## src/rtl/cpu_types_pkg.sv

```systemverilog
// cpu_types_pkg: CPU-wide basic types shared across pipeline stages.
package cpu_types_pkg;
  typedef logic [31:0] word_t;
endpackage

```

## src/rtl/diaosi_types_pkg.sv

```systemverilog
// diaosi_types_pkg: MEM-stage controller state, request record and defaults.
package diaosi_types_pkg;
  import cpu_types_pkg::*;
  localparam int unsigned MEMCTL_TIMEOUT_DEFAULT = 255;
  typedef enum logic [1:0] {IDLE = 2'd0, REQ = 2'd1, DONE = 2'd2} memctl_state_t;
  typedef struct packed {
    logic  ren;
    logic  wen;
    word_t addr;
    word_t store;
  } mem_req_t;
endpackage

```

## src/rtl/mem_timeout_cnt.sv

```systemverilog
// mem_timeout_cnt: REQ-cycle counter; tc fires in the LIMIT-th counted cycle.
module mem_timeout_cnt #(
  parameter int unsigned LIMIT = 255
) (
  input  logic CLK,
  input  logic RST,
  input  logic clr,
  input  logic en,
  output logic tc
);
  localparam int unsigned W = $clog2(LIMIT + 1);
  logic [W-1:0] cnt;
  always_ff @(posedge CLK) begin
    if (RST || clr) cnt <= '0;
    else if (en) cnt <= cnt + 1'b1;
  end
  assign tc = en && (cnt == W'(LIMIT - 1));
endmodule

```

## src/rtl/mem_access_ctrl.sv

```systemverilog
// mem_access_ctrl: MEM-stage data cache request controller with stall, halt and conflict tracking.
// Define MEM_ACCESS_TIMEOUT_EN to abort requests stuck in REQ for TIMEOUT_CYCLES cycles.
module mem_access_ctrl
  import cpu_types_pkg::*;
  import diaosi_types_pkg::*;
#(
  parameter int unsigned ADDR_W         = 32,
  parameter int unsigned DATA_W         = 32,
  parameter int unsigned TIMEOUT_CYCLES = MEMCTL_TIMEOUT_DEFAULT
) (
  input  logic              CLK,
  input  logic              RST,
  input  logic              d_ren_i,
  input  logic              d_wen_i,
  input  logic [ADDR_W-1:0] dmemaddr_i,
  input  logic [DATA_W-1:0] dmemstore_i,
  input  logic              halt_i,
  input  logic              pipe_adv_i,
  input  logic              dhit_i,
  input  logic [DATA_W-1:0] dmemload_i,
  output logic              dmemREN_o,
  output logic              dmemWEN_o,
  output logic [ADDR_W-1:0] dmemaddr_o,
  output logic [DATA_W-1:0] dmemstore_o,
  output logic [DATA_W-1:0] load_data_o,
  output logic              mem_stall_o,
  output logic              halted_o,
  output logic              conflict_o,
  output logic              timeout_o
);
  memctl_state_t state_q, state_d;
  mem_req_t      req_q;
  logic          pending, tc;
  assign pending     = (d_ren_i | d_wen_i) & ~halted_o;
  assign dmemREN_o   = req_q.ren;
  assign dmemWEN_o   = req_q.wen;
  assign dmemaddr_o  = ADDR_W'(req_q.addr);
  assign dmemstore_o = DATA_W'(req_q.store);
`ifdef MEM_ACCESS_TIMEOUT_EN
  mem_timeout_cnt #(.LIMIT(TIMEOUT_CYCLES)) u_timeout (
    .CLK (CLK),
    .RST (RST),
    .clr (state_q != REQ),
    .en  (state_q == REQ && !dhit_i),
    .tc  (tc)
  );
`else
  assign tc = 1'b0;
  if (TIMEOUT_CYCLES == 0) begin : g_no_timeout
  end
`endif
  always_comb begin
    state_d     = state_q;
    mem_stall_o = 1'b0;
    case (state_q)
      IDLE: begin
        mem_stall_o = pending;
        state_d     = pending ? REQ : IDLE;
      end
      REQ: begin
        mem_stall_o = 1'b1;
        state_d     = (dhit_i | tc) ? DONE : REQ;
      end
      DONE:    state_d = pipe_adv_i ? IDLE : DONE;
      default: state_d = IDLE;
    endcase
  end
  always_ff @(posedge CLK) begin
    if (RST) begin
      state_q     <= IDLE;
      req_q       <= '0;
      load_data_o <= '0;
      halted_o    <= 1'b0;
      conflict_o  <= 1'b0;
      timeout_o   <= 1'b0;
    end else begin
      state_q <= state_d;
      if (state_q == IDLE && pending) begin
        req_q      <= '{ren: ~d_wen_i, wen: d_wen_i, addr: word_t'(dmemaddr_i), store: word_t'(dmemstore_i)};
        conflict_o <= conflict_o | (d_ren_i & d_wen_i);
      end
      if (state_q == IDLE && !pending && halt_i) halted_o <= 1'b1;
      // dhit has priority over a same-cycle timeout, so the read still lands
      if (state_q == REQ && (dhit_i || tc)) begin
        req_q.ren <= 1'b0;
        req_q.wen <= 1'b0;
      end
      if (state_q == REQ && dhit_i && req_q.ren) load_data_o <= dmemload_i;
      if (tc) timeout_o <= 1'b1;
    end
  end
endmodule

```

## config.mk

```make
export PLATFORM = sky130hd
export DESIGN_NAME = mem_access_ctrl
export DESIGN_NICKNAME = d
export VERILOG_FILES = /design/src/rtl/cpu_types_pkg.sv /design/src/rtl/diaosi_types_pkg.sv /design/src/rtl/mem_timeout_cnt.sv /design/src/rtl/mem_access_ctrl.sv
export SDC_FILE = /design/constraint.sdc
export NUM_CORES = 1
export LEC_CHECK = 0
export CAP_MARGIN = 20
export CORE_MARGIN = 10
export CORE_UTILIZATION = 30
export DETAILED_ROUTE_END_ITERATION = 7
export PLACE_DENSITY = 0.62
export SLEW_MARGIN = 20
export SYNTH_ARGS = -nofsm -noshare
export SYNTH_HDL_FRONTEND = slang
export SYNTH_SLANG_ARGS = --single-unit
```

## constraint.sdc

```tcl
create_clock -name CLK -period 1.9 [get_ports CLK]
set_clock_uncertainty 0.15 [all_clocks]
set_input_delay 0.19 -clock CLK [delete_from_list [all_inputs] [get_ports CLK]]
set_output_delay 0.19 -clock CLK [all_outputs]
set_load 0.01 [all_outputs]
```

==> results.yml, run 1 <==
synth:
  synth_cell_types: 22
  syn_nets: 567
  yosysMostFrequentCell: "dfxtp_1"
  ys_seq_area_share_pct: 52.1
  synth.avg_cell_area_um2: 8.45
  synthMuxAreaShare_pct: 0
  synth-edff-count: 0
  async_flop_share_pct: 0
  synthAdderAreaFrac_pct: 0
  synth_largest_area_cell: "dfxtp_1"
  synth_ff_type: "dfxtp_1"
  synth_top_cells_by_count: "102 x dfxtp_1, 100 x a21oi_1, 68 x o21ai_0, 66 x nand2_1, 65 x nand3b_1"
  synth.cell_area_mm2: 0.00392
  synth-compound-area-share_pct: 21.8
  yosys.area.top_type_share_pct: 52.1
  yosys.area_share.xor_xnor_pct: 0
  synth_seq_cells: 102
  synth_top_family_by_area: "compound AO/OA/AOI/OAI gates"
  ys.warnings.count: 0
  synth_simple_gate_area_share_pct: 20.9
  syn_inst: 464
  synth_area_leaders: "dfxtp_1 52%, a21oi_1 13%, nand3b_1 12%"
timing:
  rsz0062_at_grt: "false"
  fmax_ghz: 0.579
  holdWs_ps: 244
  setup_violations: 0
  fin_crit_ps: 1730
  fin_crit_sh_pct: 91.0
  relSlewSlack_pct: 52.7
  worst_pin_slew_ps: 709
  hold_viol_final: 0
  drv_slew: 0
  setup_ws_ps: 172
grt:
  antenna_found_initial: 0
  grt_pass1_vias: 3891
  track_usage_pct: 14.2
  gr-total-overflow: 0
  grt_pass1_wl_um: 20800
  grt_max_degree: 83
layout:
  syn2layout_area_growth_pct: 64.2
  nets: 747
  fin_area_mm2: 0.00643
  n_antenna_cell: 0
  drive_gt1_share_pct: 5.09
placed_design:
  hpwl_um: 9700
  placed_cell_area_mm2: 0.00610
  place_congestion: 0.734
  place_ws_ps: -42.5
  io_buffers: 203
detailed_routing:
  wl_um: 13400
  viasPerCell: 4.84
  drc: 0
  ant_nets: 0
  first_pass_iters: 4
  wl_per_cell_um: 16.4
  drtIter0Drc: 144
  via_count: 3970
cts:
  cts_buffers: 9
  cts_setup_buffers: 0
  cts.path.max_buffers: 2
  cts-root-buf: "clkbuf_16"
  cts.sinks: 102
  cts.clk_slew.worst_paths_ps: 70
  cts_tree: "built"
  clock_latency_ps: 340
  htree_levels: 3
critical_path:
  cp.arrival_ps: 1850
  cp_num_buf_inv: 1
  cp_top_family: "buffers and inverters"
  critPathLaunchType: "flip-flop"
  critPathMaxFanout: 66
  slowest_delay_ps: 610
  worstPathRequired_ps: 2020
  slowest_stage: "buf_4"
  endpoint_kind: "flip-flop"
  critical_path_class: "reg -> reg"
  crit_chain: "nor3_4 -> buf_4 -> nand3b_1 -> a21oi_1"
power:
  cellLeakagePower_uw: 0.00218
  irDropWorstVdd_mv: 0.351
  p_per_area_mw_per_mm2: 846
die:
  initial_utilization_pct: 30.8
  die_y_um: 134
  rows: 41
  core-area_mm2: 0.0127
  dieArea_mm2: 0.0180
  die_w_um: 134
  boundaryPins: 205
outcome:
  status: "finished clean"
flow_run:
  maxCapViolations: 0
hold_path:
  min_path_type: "in -> reg"
-- sequential cells by signal, summed over array words and instances, names as in the netlist --
| name | flops |
|---|---|
| halted_o | 1 |
| dmemREN_o | 1 |
| conflict_o | 1 |
| dmemaddr_o | 32 |
| state_q | 2 |
| dmemstore_o | 32 |
| load_data_o | 32 |
| dmemWEN_o | 1 |
-- kinds of logic (layout without fill, tap and decap cells) --
kind of cell / after synthesis / in the layout
AOI/OAI and AO/OA: 170 / 170
and+or+nand+nor: 143 / 143
DFF: 102 / 102
buffers and inverters: 48 / 232
other: 1 / 1
-- power by group --
group / internal, µW / switching [µW] / total (µW)
clock network: 1220 / 763 / 1980
logic: 593 / 513 / 1110
registers: 2290 / 70.5 / 2360
-- area by class of cell --
type,count,area [µm²]
Clock buffer,12,256
Sequential cell,102,2040
Inverter,1,3.75
Multi-Input combinational cell,314,1690
Tap cell,172,215
Timing Repair Buffer,216,2160
Fill cell,1244,6290
Clock inverter,3,67.6
-- stage by stage --
stage	total power, µW	instances	setup TNS (ps)	util, %
2_1_floorplan	2880	464	0	-
3_3_place_gp	3500	804	-40.9	48.0
3_5_place_dp	3530	804	-42.5	48.0
4_1_cts	5550	820	0	50.6
5_1_grt	5720	820	0	50.6
6_report	5450	820	0	50.6
-- layer usage --
| metal | global-route usage (%) | share of wire (%) | up-vias |
|---|---|---|---|
| met2 | 23.5 | 47 | 137 |
| li1 | - | - | 1958 |
| met1 | 16.0 | 43 | 1862 |
| met3 | 5.41 | 8.1 | 13 |
| met4 | 5.56 | 1.6 | 0 |
| met5 | 0 | 0 | - |
-- final timing paths --
path | start | end | slack (ps) | cells after the start
worst max register to register | halted_o$_SDFFE_PP0P_ | dmemstore_o[25]$_SDFFE_PP0P_ | 170 | 4
worst max-delay path | halted_o$_SDFFE_PP0P_ | dmemstore_o[25]$_SDFFE_PP0P_ | 170 | 4
worst min-delay path | dmemload_i[14] | load_data_o[14]$_SDFFE_PP0P_ | 240 | 3
worst min register to register | load_data_o[29]$_SDFFE_PP0P_ | load_data_o[29]$_SDFFE_PP0P_ | 310 | 2
-- layout by cell type (no fill, tap or decap), drive strengths merged --
master | synthesis | layout
nand2 | 66 | 66
nand2b | 1 | 1
or3 | 3 | 3
o21ai | 68 | 68
a31oi | 2 | 2
clkdlybuf4s50 | 0 | 201
inv | 1 | 1
nand3b | 65 | 65
nor3 | 1 | 1
a21oi | 100 | 100
bufinv | 0 | 2
clkbuf | 38 | 13
dfxtp | 102 | 102
and4b | 1 | 1
nand4b | 1 | 1
conb | 1 | 1
buf | 9 | 13
dlygate4sd3 | 0 | 1
nor2 | 5 | 5
clkinvlp | 0 | 1
-- worst min-delay path, delay by kind of cell --
family          cells  cell delay (ps)
compound gates      1               50
buf+inv             1              390
simple gates        1               60
-- what timing repair did --
action,in CTS,in global routing
gates resized for setup,1,3
endpoints found under the setup margin,1,1
hold endpoints to repair,5,0
hold buffers,1,0
No activity file was read; power rests on OpenSTA's default activity.
==> run 2, diff against run 1 <==
Settings changed: PLACE_DENSITY 0.62 to 0.75.
==> run 2 against run 1 <==
Flip-flop and latch count unchanged. Register-to-register slack about the same. Count of clock-buffer cells in the layout decreased by 1. Sequential share of layout area fell by 0.13 points. Total power is 2.4% higher. Sequential power hardly changed. Largest power group unchanged. Highest routed layer unchanged.
==> results.yml, run 2 (same netlist as run 1, synthesis figures left out) <==
outcome:
  status: "finished clean"
detailed_routing:
  via_count: 3940
  ant_nets: 0
  viasPerCell: 4.80
  wl_per_cell_um: 16.2
  wl_um: 13300
  first_pass_iters: 4
  drc: 0
  drtIter0Drc: 204
power:
  p_per_area_mw_per_mm2: 863
  irDropWorstVdd_mv: 0.528
  cellLeakagePower_uw: 0.00220
  p_total_uw: 5580
  power_frac_comb_pct: 19.8
  clkPwrFrac_pct: 37.8
  p_sw_uw: 1370
  switching_share_pct: 24.6
  intPower_uw: 4210
  seqPwrFrac_pct: 42.4
grt:
  track_usage_pct: 14.1
  antenna_found_initial: 0
  grt_pass1_vias: 3959
  grt_pass1_wl_um: 20900
  grt_max_degree: 85
  gr-total-overflow: 0
critical_path:
  reg2reg_from: "state_q[1]$_SDFF_PP0_"
  ff2ff_path_depth: 5
  critPathLaunchType: "flip-flop"
  endpoint_kind: "output port"
  cp.arrival_ps: 1440
  startpoint: "halted_o$_SDFFE_PP0P_"
  r2r_slack_ps: 160
  cp-endpoint: "mem_stall_o"
  critPathMaxFanout: 2
  critical_path_class: "reg -> out"
  reg2reg_to: "dmemaddr_o[3]$_SDFFE_PP0P_"
  worstPathRequired_ps: 1560
placed_design:
  place_congestion: 0.776
  place_ws_ps: -44.0
  placed_cell_area_mm2: 0.00610
  hpwl_um: 9800
  io_buffers: 203
cts:
  cts.clk_slew.worst_paths_ps: 70
  cts.sinks: 102
  cts-root-buf: "clkbuf_16"
  clock_latency_ps: 340
  htree_levels: 3
  cts_buffers: 9
  cts_tree: "built"
  cts.path.max_buffers: 2
  cts_setup_buffers: 0
timing:
  fmax_ghz: 0.562
  rsz0062_at_grt: "false"
  drv_slew: 0
  setup_violations: 0
  fin_setup_tns_ps: 0
  worst_pin_slew_ps: 679
  setup_ws_ps: 121
  hold_viol_final: 0
  fin_crit_ps: 1780
  fin_crit_sh_pct: 93.6
  relSlewSlack_pct: 54.7
die:
  die_w_um: 134
  dieArea_mm2: 0.0180
  die_y_um: 134
  rows: 41
  core-area_mm2: 0.0127
  initial_utilization_pct: 30.8
  boundaryPins: 205
layout:
  n_antenna_cell: 0
  fillers: 1209
  final_cell_mix: "201 x clkdlybuf4s50_1, 101 x dfxtp_1, 100 x a21oi_1, 68 x o21ai_0, 66 x nand2_1"
  multi_input_area_mm2: 0.00169
  fin_util_pct: 50.8
  syn2layout_area_growth_pct: 64.9
  fin_area_mm2: 0.00646
  regArea_mm2: 0.00204
  final_common_cell: "clkdlybuf4s50_1"
  drive_gt1_share_pct: 5.24
  nets: 747
flow_run:
  maxCapViolations: 0
hold_path:
  min_path_type: "in -> reg"
## run 2: how the worst min path moves through the flow
stage	startpoint	cells after the start	slack, ps	to
2_1_floorplan	d_wen_i	2	170	dmemWEN_o$_SDFFE_PP0P_
3_5_place_dp	RST	2	270	conflict_o$_SDFFE_PP0P_
4_1_cts	dmemload_i[1]	3	230	load_data_o[1]$_SDFFE_PP0P_
3_3_place_gp	RST	2	270	state_q[0]$_SDFF_PP0_
5_1_grt	dmemload_i[15]	3	250	load_data_o[15]$_SDFFE_PP0P_
6_report	dmemload_i[1]	3	240	load_data_o[1]$_SDFFE_PP0P_
## run 2: critical path, stage by stage (launching register included)
cell and delay (ps):
dfxtp_1 340, nor3_4 190, o21ai_0 150, o21ai_0 90, dlygate4sd2_1 320
## run 2: cell type report
type / instances / share of cell area (%)
Sequential cell: 102 / 31.6
Tap cell: 172 / 3.33
Clock inverter: 5 / 1.65
Multi-Input combinational cell: 314 / 26.1
Timing Repair Buffer: 216 / 33.5
Clock buffer: 11 / 3.76
Inverter: 1 / 0.0581
## run 2: repair_timing
action / CTS / global route
endpoints found under the hold margin: 4 / 0
resized for setup: 1 / 1
pin swaps: 0 / 0
setup endpoints to repair: 1 / 2
hold buffers: 1 / 0
## run 2: metal layers
| metal | up-vias | global-route usage, % | wire (µm) |
|---|---|---|---|
| met5 | - | 0 | 0 |
| met4 | 0 | 3.81 | 190 |
| met3 | 19 | 7.69 | 1500 |
| met2 | 143 | 23.4 | 6380 |
| met1 | 1818 | 15.2 | 5250 |
| li1 | 1960 | - | - |
## run 2: power by group through the flow
stage | Combinational (µW) | Clock (µW) | Sequential (µW)
6_report | 1100 | 2110 | 2360
5_1_grt | 1200 | 2270 | 2380
4_1_cts | 1120 | 2180 | 2360
3_5_place_dp | 1110 | 0 | 2410
3_3_place_gp | 1090 | 0 | 2400
2_1_floorplan | 407 | 0 | 2470
## run 2: through the flow
step                instances  hold WS (ps)
CTS                       821           226
floorplan                 464           174
global route              821           248
detailed placement        804           269
global placement          804           268
finish                    821           245
